<file path="src/rtl/mem_stage_pkg.sv">
// Shared definitions for the memory-stage load/store unit.
//  - funct3 encodings for the access sizes
//  - FSM state encoding
//  - writeback exception codes
//  - helpers that classify an access as illegal or misaligned
package mem_stage_pkg;

    localparam logic [2:0] F3_B  = 3'b000;
    localparam logic [2:0] F3_H  = 3'b001;
    localparam logic [2:0] F3_W  = 3'b010;
    localparam logic [2:0] F3_BU = 3'b100;
    localparam logic [2:0] F3_HU = 3'b101;

    typedef enum logic [1:0] {
        IDLE     = 2'd0,
        REQ      = 2'd1,
        WAIT_RSP = 2'd2
    } lsu_state_t;

    localparam logic [1:0] EXC_NONE     = 2'b00;
    localparam logic [1:0] EXC_MISALIGN = 2'b01;
    localparam logic [1:0] EXC_TIMEOUT  = 2'b10;
    localparam logic [1:0] EXC_ILLEGAL  = 2'b11;

    // Stores have no unsigned variants, so BU/HU are only legal for loads.
    function automatic logic funct3_legal(input logic [2:0] f3, input logic is_store);
        logic ok;
        case (f3)
            F3_B, F3_H, F3_W: ok = 1'b1;
            F3_BU, F3_HU:     ok = ~is_store;
            default:          ok = 1'b0;
        endcase
        return ok;
    endfunction

    function automatic logic addr_misaligned(input logic [2:0] f3, input logic [1:0] lo);
        logic bad;
        case (f3)
            F3_H, F3_HU: bad = lo[0];
            F3_W:        bad = (lo != 2'b00);
            default:     bad = 1'b0;
        endcase
        return bad;
    endfunction

endpackage

</file>
<file path="src/rtl/lsu_data_align.sv">
// Combinational byte-lane steering for the load/store unit (32-bit bus, 4 lanes).
//  Store side: st_funct3/st_addr_lo/st_data -> st_be (byte enables) and st_wdata
//              (store data replicated into every lane so the enabled lane carries it).
//  Load side:  ld_funct3/ld_addr_lo/ld_rdata -> ld_data (selected lane, sign- or
//              zero-extended; W passes the word through).
module lsu_data_align
    import mem_stage_pkg::*;
#(
    parameter int XLEN = 32
) (
    input  logic [2:0]      st_funct3,
    input  logic [1:0]      st_addr_lo,
    input  logic [XLEN-1:0] st_data,
    output logic [3:0]      st_be,
    output logic [XLEN-1:0] st_wdata,
    input  logic [2:0]      ld_funct3,
    input  logic [1:0]      ld_addr_lo,
    input  logic [XLEN-1:0] ld_rdata,
    output logic [XLEN-1:0] ld_data
);

    logic [7:0]  rd_byte [4];
    logic [7:0]  byte_sel;
    logic [15:0] half_sel;

    genvar gi;
    generate
        for (gi = 0; gi < 4; gi++) begin : g_lane
            // funct3[1:0] gives the size; stores only reach here with B/H/W.
            assign st_wdata[gi*8 +: 8] = (st_funct3[1:0] == 2'b00) ? st_data[7:0] :
                                         (st_funct3[1:0] == 2'b01) ? st_data[(gi%2)*8 +: 8] :
                                                                     st_data[gi*8 +: 8];
            assign rd_byte[gi] = ld_rdata[gi*8 +: 8];
        end
    endgenerate

    always_comb begin
        st_be = 4'b1111;
        case (st_funct3[1:0])
            2'b00:   st_be = 4'b0001 << st_addr_lo;
            2'b01:   st_be = 4'b0011 << st_addr_lo;
            default: st_be = 4'b1111;
        endcase
    end

    assign byte_sel = rd_byte[ld_addr_lo];
    assign half_sel = ld_addr_lo[1] ? ld_rdata[31:16] : ld_rdata[15:0];

    always_comb begin
        ld_data = ld_rdata;
        case (ld_funct3)
            F3_B:    ld_data = {{24{byte_sel[7]}}, byte_sel};
            F3_BU:   ld_data = {24'd0, byte_sel};
            F3_H:    ld_data = {{16{half_sel[15]}}, half_sel};
            F3_HU:   ld_data = {16'd0, half_sel};
            default: ld_data = ld_rdata;
        endcase
    end

endmodule

</file>
<file path="src/rtl/mem_stage_lsu.sv">
// Memory-stage load/store unit.
//  EX side:  ex_valid/ex_alu_result/ex_store_data/ex_funct3/ex_mem_read/ex_mem_write/ex_rd in,
//            ex_stall out (high whenever a bus transaction is in flight).
//  Bus side: mem_req/mem_we/mem_addr/mem_be/mem_wdata out, mem_gnt/mem_rvalid/mem_rdata in.
//  WB side:  wb_valid (1-cycle pulse), wb_we, wb_rd, wb_data, exc_code.
// Faulting accesses (illegal funct3, misaligned) never reach the bus; they report the
// faulting address in wb_data. A bus transaction that does not finish within MAX_WAIT
// cycles in REQ+WAIT_RSP is abandoned with a timeout code.
module mem_stage_lsu
    import mem_stage_pkg::*;
#(
    parameter int XLEN     = 32,
    parameter int MAX_WAIT = 255
) (
    input  logic            clk,
    input  logic            rst_n,
    input  logic            ex_valid,
    input  logic [XLEN-1:0] ex_alu_result,
    input  logic [XLEN-1:0] ex_store_data,
    input  logic [2:0]      ex_funct3,
    input  logic            ex_mem_read,
    input  logic            ex_mem_write,
    input  logic [4:0]      ex_rd,
    output logic            ex_stall,
    output logic            mem_req,
    output logic            mem_we,
    output logic [XLEN-1:0] mem_addr,
    output logic [3:0]      mem_be,
    output logic [XLEN-1:0] mem_wdata,
    input  logic            mem_gnt,
    input  logic            mem_rvalid,
    input  logic [XLEN-1:0] mem_rdata,
    output logic            wb_valid,
    output logic            wb_we,
    output logic [4:0]      wb_rd,
    output logic [XLEN-1:0] wb_data,
    output logic [1:0]      exc_code
);

    // One extra count of headroom: a load granted on the last allowed REQ cycle
    // enters WAIT_RSP with the counter at MAX_WAIT.
    localparam int CW = $clog2(MAX_WAIT + 2);

    lsu_state_t      state_reg;
    logic [CW-1:0]   wait_cnt_reg;
    logic [XLEN-1:0] req_addr_reg;
    logic [2:0]      req_funct3_reg;
    logic [4:0]      req_rd_reg;
    logic            mem_req_reg, mem_we_reg;
    logic [XLEN-1:0] mem_addr_reg, mem_wdata_reg;
    logic [3:0]      mem_be_reg;
    logic            wb_valid_reg, wb_we_reg;
    logic [4:0]      wb_rd_reg;
    logic [XLEN-1:0] wb_data_reg;
    logic [1:0]      exc_code_reg;

    logic [3:0]      st_be;
    logic [XLEN-1:0] st_wdata, ld_data;
    logic            is_mem_op, wait_last;

    lsu_data_align #(.XLEN(XLEN)) u_align (
        .st_funct3  (ex_funct3),
        .st_addr_lo (ex_alu_result[1:0]),
        .st_data    (ex_store_data),
        .st_be      (st_be),
        .st_wdata   (st_wdata),
        .ld_funct3  (req_funct3_reg),
        .ld_addr_lo (req_addr_reg[1:0]),
        .ld_rdata   (mem_rdata),
        .ld_data    (ld_data)
    );

    assign is_mem_op = ex_mem_read | ex_mem_write;
    // True in the MAX_WAIT-th cycle spent in REQ/WAIT_RSP (counter starts at 0).
    assign wait_last = (wait_cnt_reg >= CW'(MAX_WAIT - 1));

    always_ff @(posedge clk or negedge rst_n) begin
        if (!rst_n) begin
            state_reg      <= IDLE;
            wait_cnt_reg   <= '0;
            req_addr_reg   <= '0;
            req_funct3_reg <= '0;
            req_rd_reg     <= '0;
            mem_req_reg    <= 1'b0;
            mem_we_reg     <= 1'b0;
            mem_addr_reg   <= '0;
            mem_be_reg     <= '0;
            mem_wdata_reg  <= '0;
            wb_valid_reg   <= 1'b0;
            wb_we_reg      <= 1'b0;
            wb_rd_reg      <= '0;
            wb_data_reg    <= '0;
            exc_code_reg   <= EXC_NONE;
        end else begin
            wb_valid_reg <= 1'b0;
            exc_code_reg <= EXC_NONE;
            case (state_reg)
                IDLE: begin
                    if (ex_valid) begin
                        if (!is_mem_op) begin
                            wb_valid_reg <= 1'b1;
                            wb_we_reg    <= (ex_rd != 5'd0);
                            wb_rd_reg    <= ex_rd;
                            wb_data_reg  <= ex_alu_result;
                        end else if (!funct3_legal(ex_funct3, ex_mem_write) ||
                                     addr_misaligned(ex_funct3, ex_alu_result[1:0])) begin
                            wb_valid_reg <= 1'b1;
                            wb_we_reg    <= 1'b0;
                            wb_rd_reg    <= ex_rd;
                            wb_data_reg  <= ex_alu_result;
                            exc_code_reg <= funct3_legal(ex_funct3, ex_mem_write) ?
                                            EXC_MISALIGN : EXC_ILLEGAL;
                        end else begin
                            state_reg      <= REQ;
                            wait_cnt_reg   <= '0;
                            req_addr_reg   <= ex_alu_result;
                            req_funct3_reg <= ex_funct3;
                            req_rd_reg     <= ex_rd;
                            mem_req_reg    <= 1'b1;
                            mem_we_reg     <= ex_mem_write;
                            mem_addr_reg   <= {ex_alu_result[XLEN-1:2], 2'b00};
                            mem_be_reg     <= st_be;
                            mem_wdata_reg  <= st_wdata;
                        end
                    end
                end
                REQ: begin
                    wait_cnt_reg <= wait_cnt_reg + 1'b1;
                    if (mem_gnt) begin
                        mem_req_reg <= 1'b0;
                        if (mem_we_reg) begin
                            state_reg    <= IDLE;
                            wb_valid_reg <= 1'b1;
                            wb_we_reg    <= 1'b0;
                            wb_rd_reg    <= req_rd_reg;
                            wb_data_reg  <= req_addr_reg;
                        end else begin
                            state_reg <= WAIT_RSP;
                        end
                    end else if (wait_last) begin
                        mem_req_reg  <= 1'b0;
                        state_reg    <= IDLE;
                        wb_valid_reg <= 1'b1;
                        wb_we_reg    <= 1'b0;
                        wb_rd_reg    <= req_rd_reg;
                        wb_data_reg  <= req_addr_reg;
                        exc_code_reg <= EXC_TIMEOUT;
                    end
                end
                WAIT_RSP: begin
                    wait_cnt_reg <= wait_cnt_reg + 1'b1;
                    if (mem_rvalid) begin
                        state_reg    <= IDLE;
                        wb_valid_reg <= 1'b1;
                        wb_we_reg    <= (req_rd_reg != 5'd0);
                        wb_rd_reg    <= req_rd_reg;
                        wb_data_reg  <= ld_data;
                    end else if (wait_last) begin
                        state_reg    <= IDLE;
                        wb_valid_reg <= 1'b1;
                        wb_we_reg    <= 1'b0;
                        wb_rd_reg    <= req_rd_reg;
                        wb_data_reg  <= req_addr_reg;
                        exc_code_reg <= EXC_TIMEOUT;
                    end
                end
                default: state_reg <= IDLE;
            endcase
        end
    end

    assign ex_stall  = (state_reg != IDLE);
    assign mem_req   = mem_req_reg;
    assign mem_we    = mem_we_reg;
    assign mem_addr  = mem_addr_reg;
    assign mem_be    = mem_be_reg;
    assign mem_wdata = mem_wdata_reg;
    assign wb_valid  = wb_valid_reg;
    assign wb_we     = wb_we_reg;
    assign wb_rd     = wb_rd_reg;
    assign wb_data   = wb_data_reg;
    assign exc_code  = exc_code_reg;

endmodule

</file>
<file path="config.mk">
export PLATFORM = sky130hd
export DESIGN_NAME = mem_stage_lsu
export DESIGN_NICKNAME = d
export VERILOG_FILES = /design/src/rtl/mem_stage_pkg.sv /design/src/rtl/lsu_data_align.sv /design/src/rtl/mem_stage_lsu.sv
export SDC_FILE = /design/constraint.sdc
export NUM_CORES = 1
export LEC_CHECK = 0
export BUFFER_PORTS_ARGS = -buffer_cell sky130_fd_sc_hd__buf_4
export CAP_MARGIN = 40
export CORE_ASPECT_RATIO = 0.75
export CORE_UTILIZATION = 30
export DETAILED_ROUTE_END_ITERATION = 6
export SYNTH_ARGS = -nofsm -noshare
export SYNTH_HDL_FRONTEND = slang
export SYNTH_SLANG_ARGS = --single-unit
</file>
<file path="constraint.sdc">
create_clock -name clk -period 4.56 [get_ports clk]
set_input_delay 0.228 -clock clk [delete_from_list [all_inputs] [get_ports clk]]
set_output_delay 0.228 -clock clk [all_outputs]
set_load 0.01 [all_outputs]
</file>
== Yosys cells after proc, flatten, opt, wreduce, memory -nomap -nowiden ==
Cells that the tools add are included.

* Register bits: 160
* Bits of input ports: 111
* Output and inout bits: 112
* Word-level logic and storage cells: 143

* Add/sub/neg operators: 1
* $lt $le $gt $ge: 2
* Equal/unequal tests: 16
* Shift-type cells: 2
* Multiplexer cells: 81
* Bitwise logic cells: 4
* Reduce and logical (&&, ||, !) cells: 22

{| class="wikitable"
|+ Operators by type and width
! cell !! count
|-
| $mux W32 || 7
|-
| $pmux W32 S4 || 1
|-
| $pmux W32 S3 || 1
|-
| $mux W8 || 7
|-
| $mux W5 || 7
|-
| $mux W1 || 29
|-
| $mux W2 || 14
|-
| $mux W9 || 3
|-
| $pmux W9 S2 || 1
|-
| $bmux W8 S2 || 1
|-
| $mux W16 || 1
|-
| $pmux W5 S3 || 1
|-
| $eq A3 B3 Y1 const B || 4
|-
| $pmux W2 S3 || 2
|-
| $reduce_and A4 Y1 || 3
|-
| $reduce_bool A5 Y1 || 2
|-
| $add A9 B1 Y9 const B || 1
|-
| $ge A9 B8 Y1 const B || 1
|-
| $ne A3 B3 Y1 const B || 3
|-
| $pmux W4 S2 || 1
|-
| $reduce_bool A2 Y1 || 4
|-
| $eq A3 B1 Y1 const B || 2
|-
| $logic_not A3 Y1 || 2
|-
| $ne A2 B2 Y1 const B || 3
|-
| other kinds (19) || 27
|}

== Longest topological paths before layout ==
* Word-level depth: 17
* Depth in mapped cells: 10
* Gate-level depth less buffers: 8

== Modules after synthesis ==
From an unflattened synthesis, not the netlist that was laid out.

* Cell total of the unflattened synthesis: 813
* Area total of the unflattened synthesis: 7677.4 µm²

{| class="wikitable"
|+ Modules (own cells, without submodules)
! module !! instances !! cells each !! area an instance (µm²) !! sequential area each (µm²)
|-
| mem_stage_lsu || 1 || 626 || 6384.9 || 3253.1
|-
| lsu_data_align || 1 || 187 || 1292.5 || 0.0
|}

== Worst setup path before layout ==
Ideal clock, no wire load.

* Kind: reg-to-reg
* From: register state_reg[1]
* To: register wb_data_reg[25] (netlist: wb_data[25])
* Setup time: 0.126 ns
* Arrival time: 2.126 ns
* Required time: 4.434 ns
* Setup slack: 2.308 ns
* Stages on the path, launching flop included: 10
* Path buffers: 2
* Period minus slack after synthesis: 2.252 ns
* Path through: dfrtp_1 inv_1 ha_1 clkbuf_1 nor2_1 nor3_2 o21ai_2 buf_2 a22o_1 a221o_1

* Longest elaborated chain between the ends: 3
* Elaborated cells on any way between the ends: 9
* Classes of those cells: 5 x eq/ne; 1 x mux; 3 x reduce/logical

{| class="wikitable"
|+ Ends and longest elaborated chain
! what !! line !! source
|-
| from (decl) || mem_stage_lsu.sv:44 || <nowiki>lsu_state_t state_reg;</nowiki>
|-
| from (signal assigned) || mem_stage_lsu.sv:79 || <nowiki>state_reg <= IDLE;</nowiki>
|-
| from (signal assigned) || mem_stage_lsu.sv:114 || <nowiki>state_reg <= REQ;</nowiki>
|-
| from (signal assigned) || mem_stage_lsu.sv:132 || <nowiki>state_reg <= IDLE;</nowiki>
|-
| $eq A2 B1 Y1 (tied with other cells) || mem_stage_lsu.sv:97 || <nowiki>case (state_reg)</nowiki>
|-
| $ne A3 B3 Y1 (no source line) (tied with other cells) || -- ||
|-
| $reduce_and A4 Y1 (no source line) || -- ||
|-
| to (signal assigned) || mem_stage_lsu.sv:104 || <nowiki>wb_data_reg <= ex_alu_result;</nowiki>
|-
| to (signal assigned) || mem_stage_lsu.sv:110 || <nowiki>wb_data_reg <= ex_alu_result;</nowiki>
|-
| to (signal assigned) || mem_stage_lsu.sv:136 || <nowiki>wb_data_reg <= req_addr_reg;</nowiki>
|-
| to (decl) || mem_stage_lsu.sv:54 || <nowiki>logic [XLEN-1:0] wb_data_reg;</nowiki>
|}

Parallel ways exist; a longest one is shown, timed or not.
A chain may end at the register's enable or synchronous reset.

== Worst setup path after layout ==
* From: register state_reg[1]
* To: register wb_data_reg[18] (netlist: wb_data[18])

The elaborated chain is that of the path after synthesis.

==> results.yml <==
synth:
  synth-compound-area-share_pct: 22.0
  synth-adder-area-share_pct: 1.03
  synth_top_family_by_area: "compound AO/OA/AOI/OAI gates"
  netlist_top_cells_area: "dfrtp_1, mux2_2, o21ai_0"
  yosys-mux-area-fraction_pct: 13.3
  yosys.area_share.simple_pct: 11.6
  ys_ff_latch: 130
  synth_edf_count: 0
  synth_cells: 756
  yosysSeqAreaShare_pct: 44.6
  synthFlopType: "dfrtp_1"
  synth_top_area_cell: "dfrtp_1"
  yosysWarnings: 0
  syn_area_per_cell_sq_um: 9.65
  synth.top_cell.area_share_pct: 44.6
  synthArstFlopShare_pct: 100
  ys_types: 63
  syn_area_sq_um: 7290
  synth_xor_area_share_pct: 0
route:
  drcViolationCount: 0
  routed_via_density: 5.39
  drt_wl_total_microns: 25500
  postRouteAntennaNets: 0
  dr_total_vias: 6704
  wl_per_cell_microns: 20.5
  firstDrtPassIters: 5
  drt-initial-drc-count: 650
clock_network:
  worst_skew_pair.late_latency_ns: 0.44
  cts_hold_buf: 1
  clk_pin_slew_ns: 0.07
  clockBufferDepth: 2
  cts_buffers: 17
  h-tree-depth: 4
  postCtsSetupRepairBufs: 0
  ctsResizeCount: 0
  cts.sinks: 130
  cts_root_buffer: "clkbuf_16"
  cts_tree: "yes"
worst_setup_path:
  critical_path_class: "flop to flop"
  crit_chain: "inv_1 -> ha_2 -> o21a_1 -> a21boi_4 -> nor3_2 -> buf_4 -> o21ai_2 -> buf_8 -> a22o_1 -> a221o_1"
  start_kind: "flop"
  required_ns: 4.87
  critPathMaxStageDelay_ns: 0.63
  endpoint_kind: "flop"
  path_delay_family: "compound AO/OA/AOI/OAI gates"
  worst_ep_arrival_time_ns: 3.42
  slowest_stage: "nor3_2"
  crit_fanout: 16
  cp_num_buf_inv: 3
timing:
  fin_skew_ns: 0.00810
  grt_setup_unrepaired: "false"
  timing.final.max_slew_violations: 0
  fin_crit_ns: 3.10
  fin_crit_sh_pct: 68.0
  setup_slack_ns: 1.46
  maxSlewHeadroom_pct: 47.8
  setup_viol: 0
  finalSetupTns_ns: 0
  worst_pin_slew_ns: 0.783
  timing.final.hold_violations: 0
  fmax_mhz: 322
min_path:
  hold_path_class: "input pin to flop"
floorplan:
  ioPinCount: 223
  fp-row-count: 49
  die_h_microns: 137
  die_w_microns: 182
  start_util_pct: 30.5
  core-area_sq_um: 23900
  die_area_sq_um: 24900
power:
  p_leak_nw: 4.46
  ir_drop_v: 0.000458
  seqPwrFrac_pct: 29.9
  switchingPower_w: 0.00314
  cellPowerDensity_nw_per_um2: 768
  p_clk_share_pct: 20.3
  p_sw_share_pct: 42.3
  internal_power_w: 0.00429
  power_frac_comb_pct: 49.8
layout:
  num_antenna_cells: 0
  nNetsFinal: 1041
  drive_above_1_share_pct: 35.4
  area_growth_syn_to_layout_pct: 32.4
  nFillCells: 2345
grt:
  antenna_found_initial: 0
  grt_overflow: 0
  grt_max_degree: 63
  grt_first_pass_wirelength_microns: 38900
  grt_pass1_vias: 6514
  grt_usage_pct: 20.7
place:
  gp_congestion: 0.872
  dp_hpwl_microns: 18600
  place_ws_ns: 1.52
  port_buffers: 220
job:
  drv_cap: 0
status:
  outcome: "finished, final reports clean"
-- synth_stat cells, drive strengths merged (6+ instances only) --
cell type and count:
a21oi 56, dfrtp 130, inv 14, a31oi 13, a221o 15, a22oi 6
o211ai 11, ha 6, clkbuf 34, o21ai 77, nand2 87, or3 7
mux2 51, buf 51, nor3 10, o22ai 6, mux2i 35, nor2 52
a22o 21, a222oi 8
-- per-stage QoR --
step                      cell area, sq um  hold WS [ns]  utilization, %  power [W]  instances
after floorplan                       7300       -0.0676               -    0.00450        757
after global routing                  9660        0.0227            40.4    0.00790       1243
after detailed placement              9010         0.130            37.7    0.00591       1210
final                                 9660        0.0364            40.4    0.00742       1243
after CTS                             9660        0.0205            40.4    0.00743       1243
after global placement                8910         0.378            37.3    0.00577       1204
-- layout make-up --
cell class	count	area [sq um]	area share, %
multi-input cells	527	3520	36.4
flip-flops and latches	130	3250	33.7
repair buffers	233	1810	18.7
clock buffers	17	425	4.40
well taps	306	383	3.96
clock inverters	15	210	2.18
inverters	15	56.3	0.583
-- power by group through the flow --
stage / Sequential, W / Clock, W / Combinational (W)
2_1_floorplan: 0.00217 / 0 / 0.00233
3_3_place_gp: 0.00226 / 0 / 0.00351
3_5_place_dp: 0.00222 / 0 / 0.00369
4_1_cts: 0.00221 / 0.00153 / 0.00369
5_1_grt: 0.00228 / 0.00159 / 0.00403
6_report: 0.00222 / 0.00150 / 0.00370
-- worst reg2reg max path, stage by stage (launching register included) --
cell	delay (ns)
dfrtp_1	0.40
inv_1	0.10
ha_2	0.29
o21a_1	0.21
a21boi_4	0.18
nor3_2	0.63
buf_4	0.33
o21ai_2	0.14
buf_8	0.20
a22o_1	0.24
a221o_1	0.26
-- kinds of logic (layout without fill, tap and decap cells) --
family | after synthesis | count (layout)
buf+inv | 100 | 280
simple gates | 187 | 187
fa+ha+maj | 6 | 6
mux | 88 | 88
other cells | 1 | 2
compound gates | 244 | 244
flops | 130 | 130
-- layout by cell type (no fill, tap or decap), drive strengths merged, types with 7 or more instances in the layout --
| cell | n |
|---|---|
| buf | 232 |
| dfrtp | 130 |
| nand2 | 87 |
| o21ai | 77 |
| a21oi | 56 |
| nor2 | 52 |
| mux2 | 51 |
| mux2i | 35 |
| a22o | 21 |
| clkbuf | 17 |
| inv | 15 |
| a221o | 15 |
| a31oi | 13 |
| o211ai | 11 |
| nor3 | 10 |
| a222oi | 8 |
| or3 | 7 |
-- layer usage --
layer  vias to the layer above  GRT usage, %  share of wire, %
li1                       3068             -                 -
met1                      3256          28.6                45
met2                       349          30.6                43
met3                        31          7.05                10
met4                         0          5.28               1.4
met5                         -             0                 0
-- path summary, 6_finish.rpt --
| kind | from | cells after the start | slack, ns | endpoint |
|---|---|---|---|---|
| max | state_reg[1] | 10 | 1.46 | wb_data[18] |
| min | ex_alu_result[16] | 2 | 0.04 | wb_data[16] |
| max reg2reg | state_reg[1] | 10 | 1.46 | wb_data[18] |
| min reg2reg | wb_data[1] | 1 | 0.48 | wb_data[1] |
| max in group asynchronous | rst_n | 4 | 3.12 | mem_wdata[10] |
| min in group asynchronous | rst_n | 2 | 0.24 | wb_data[18] |
No activity file was read; power rests on OpenSTA's default activity.
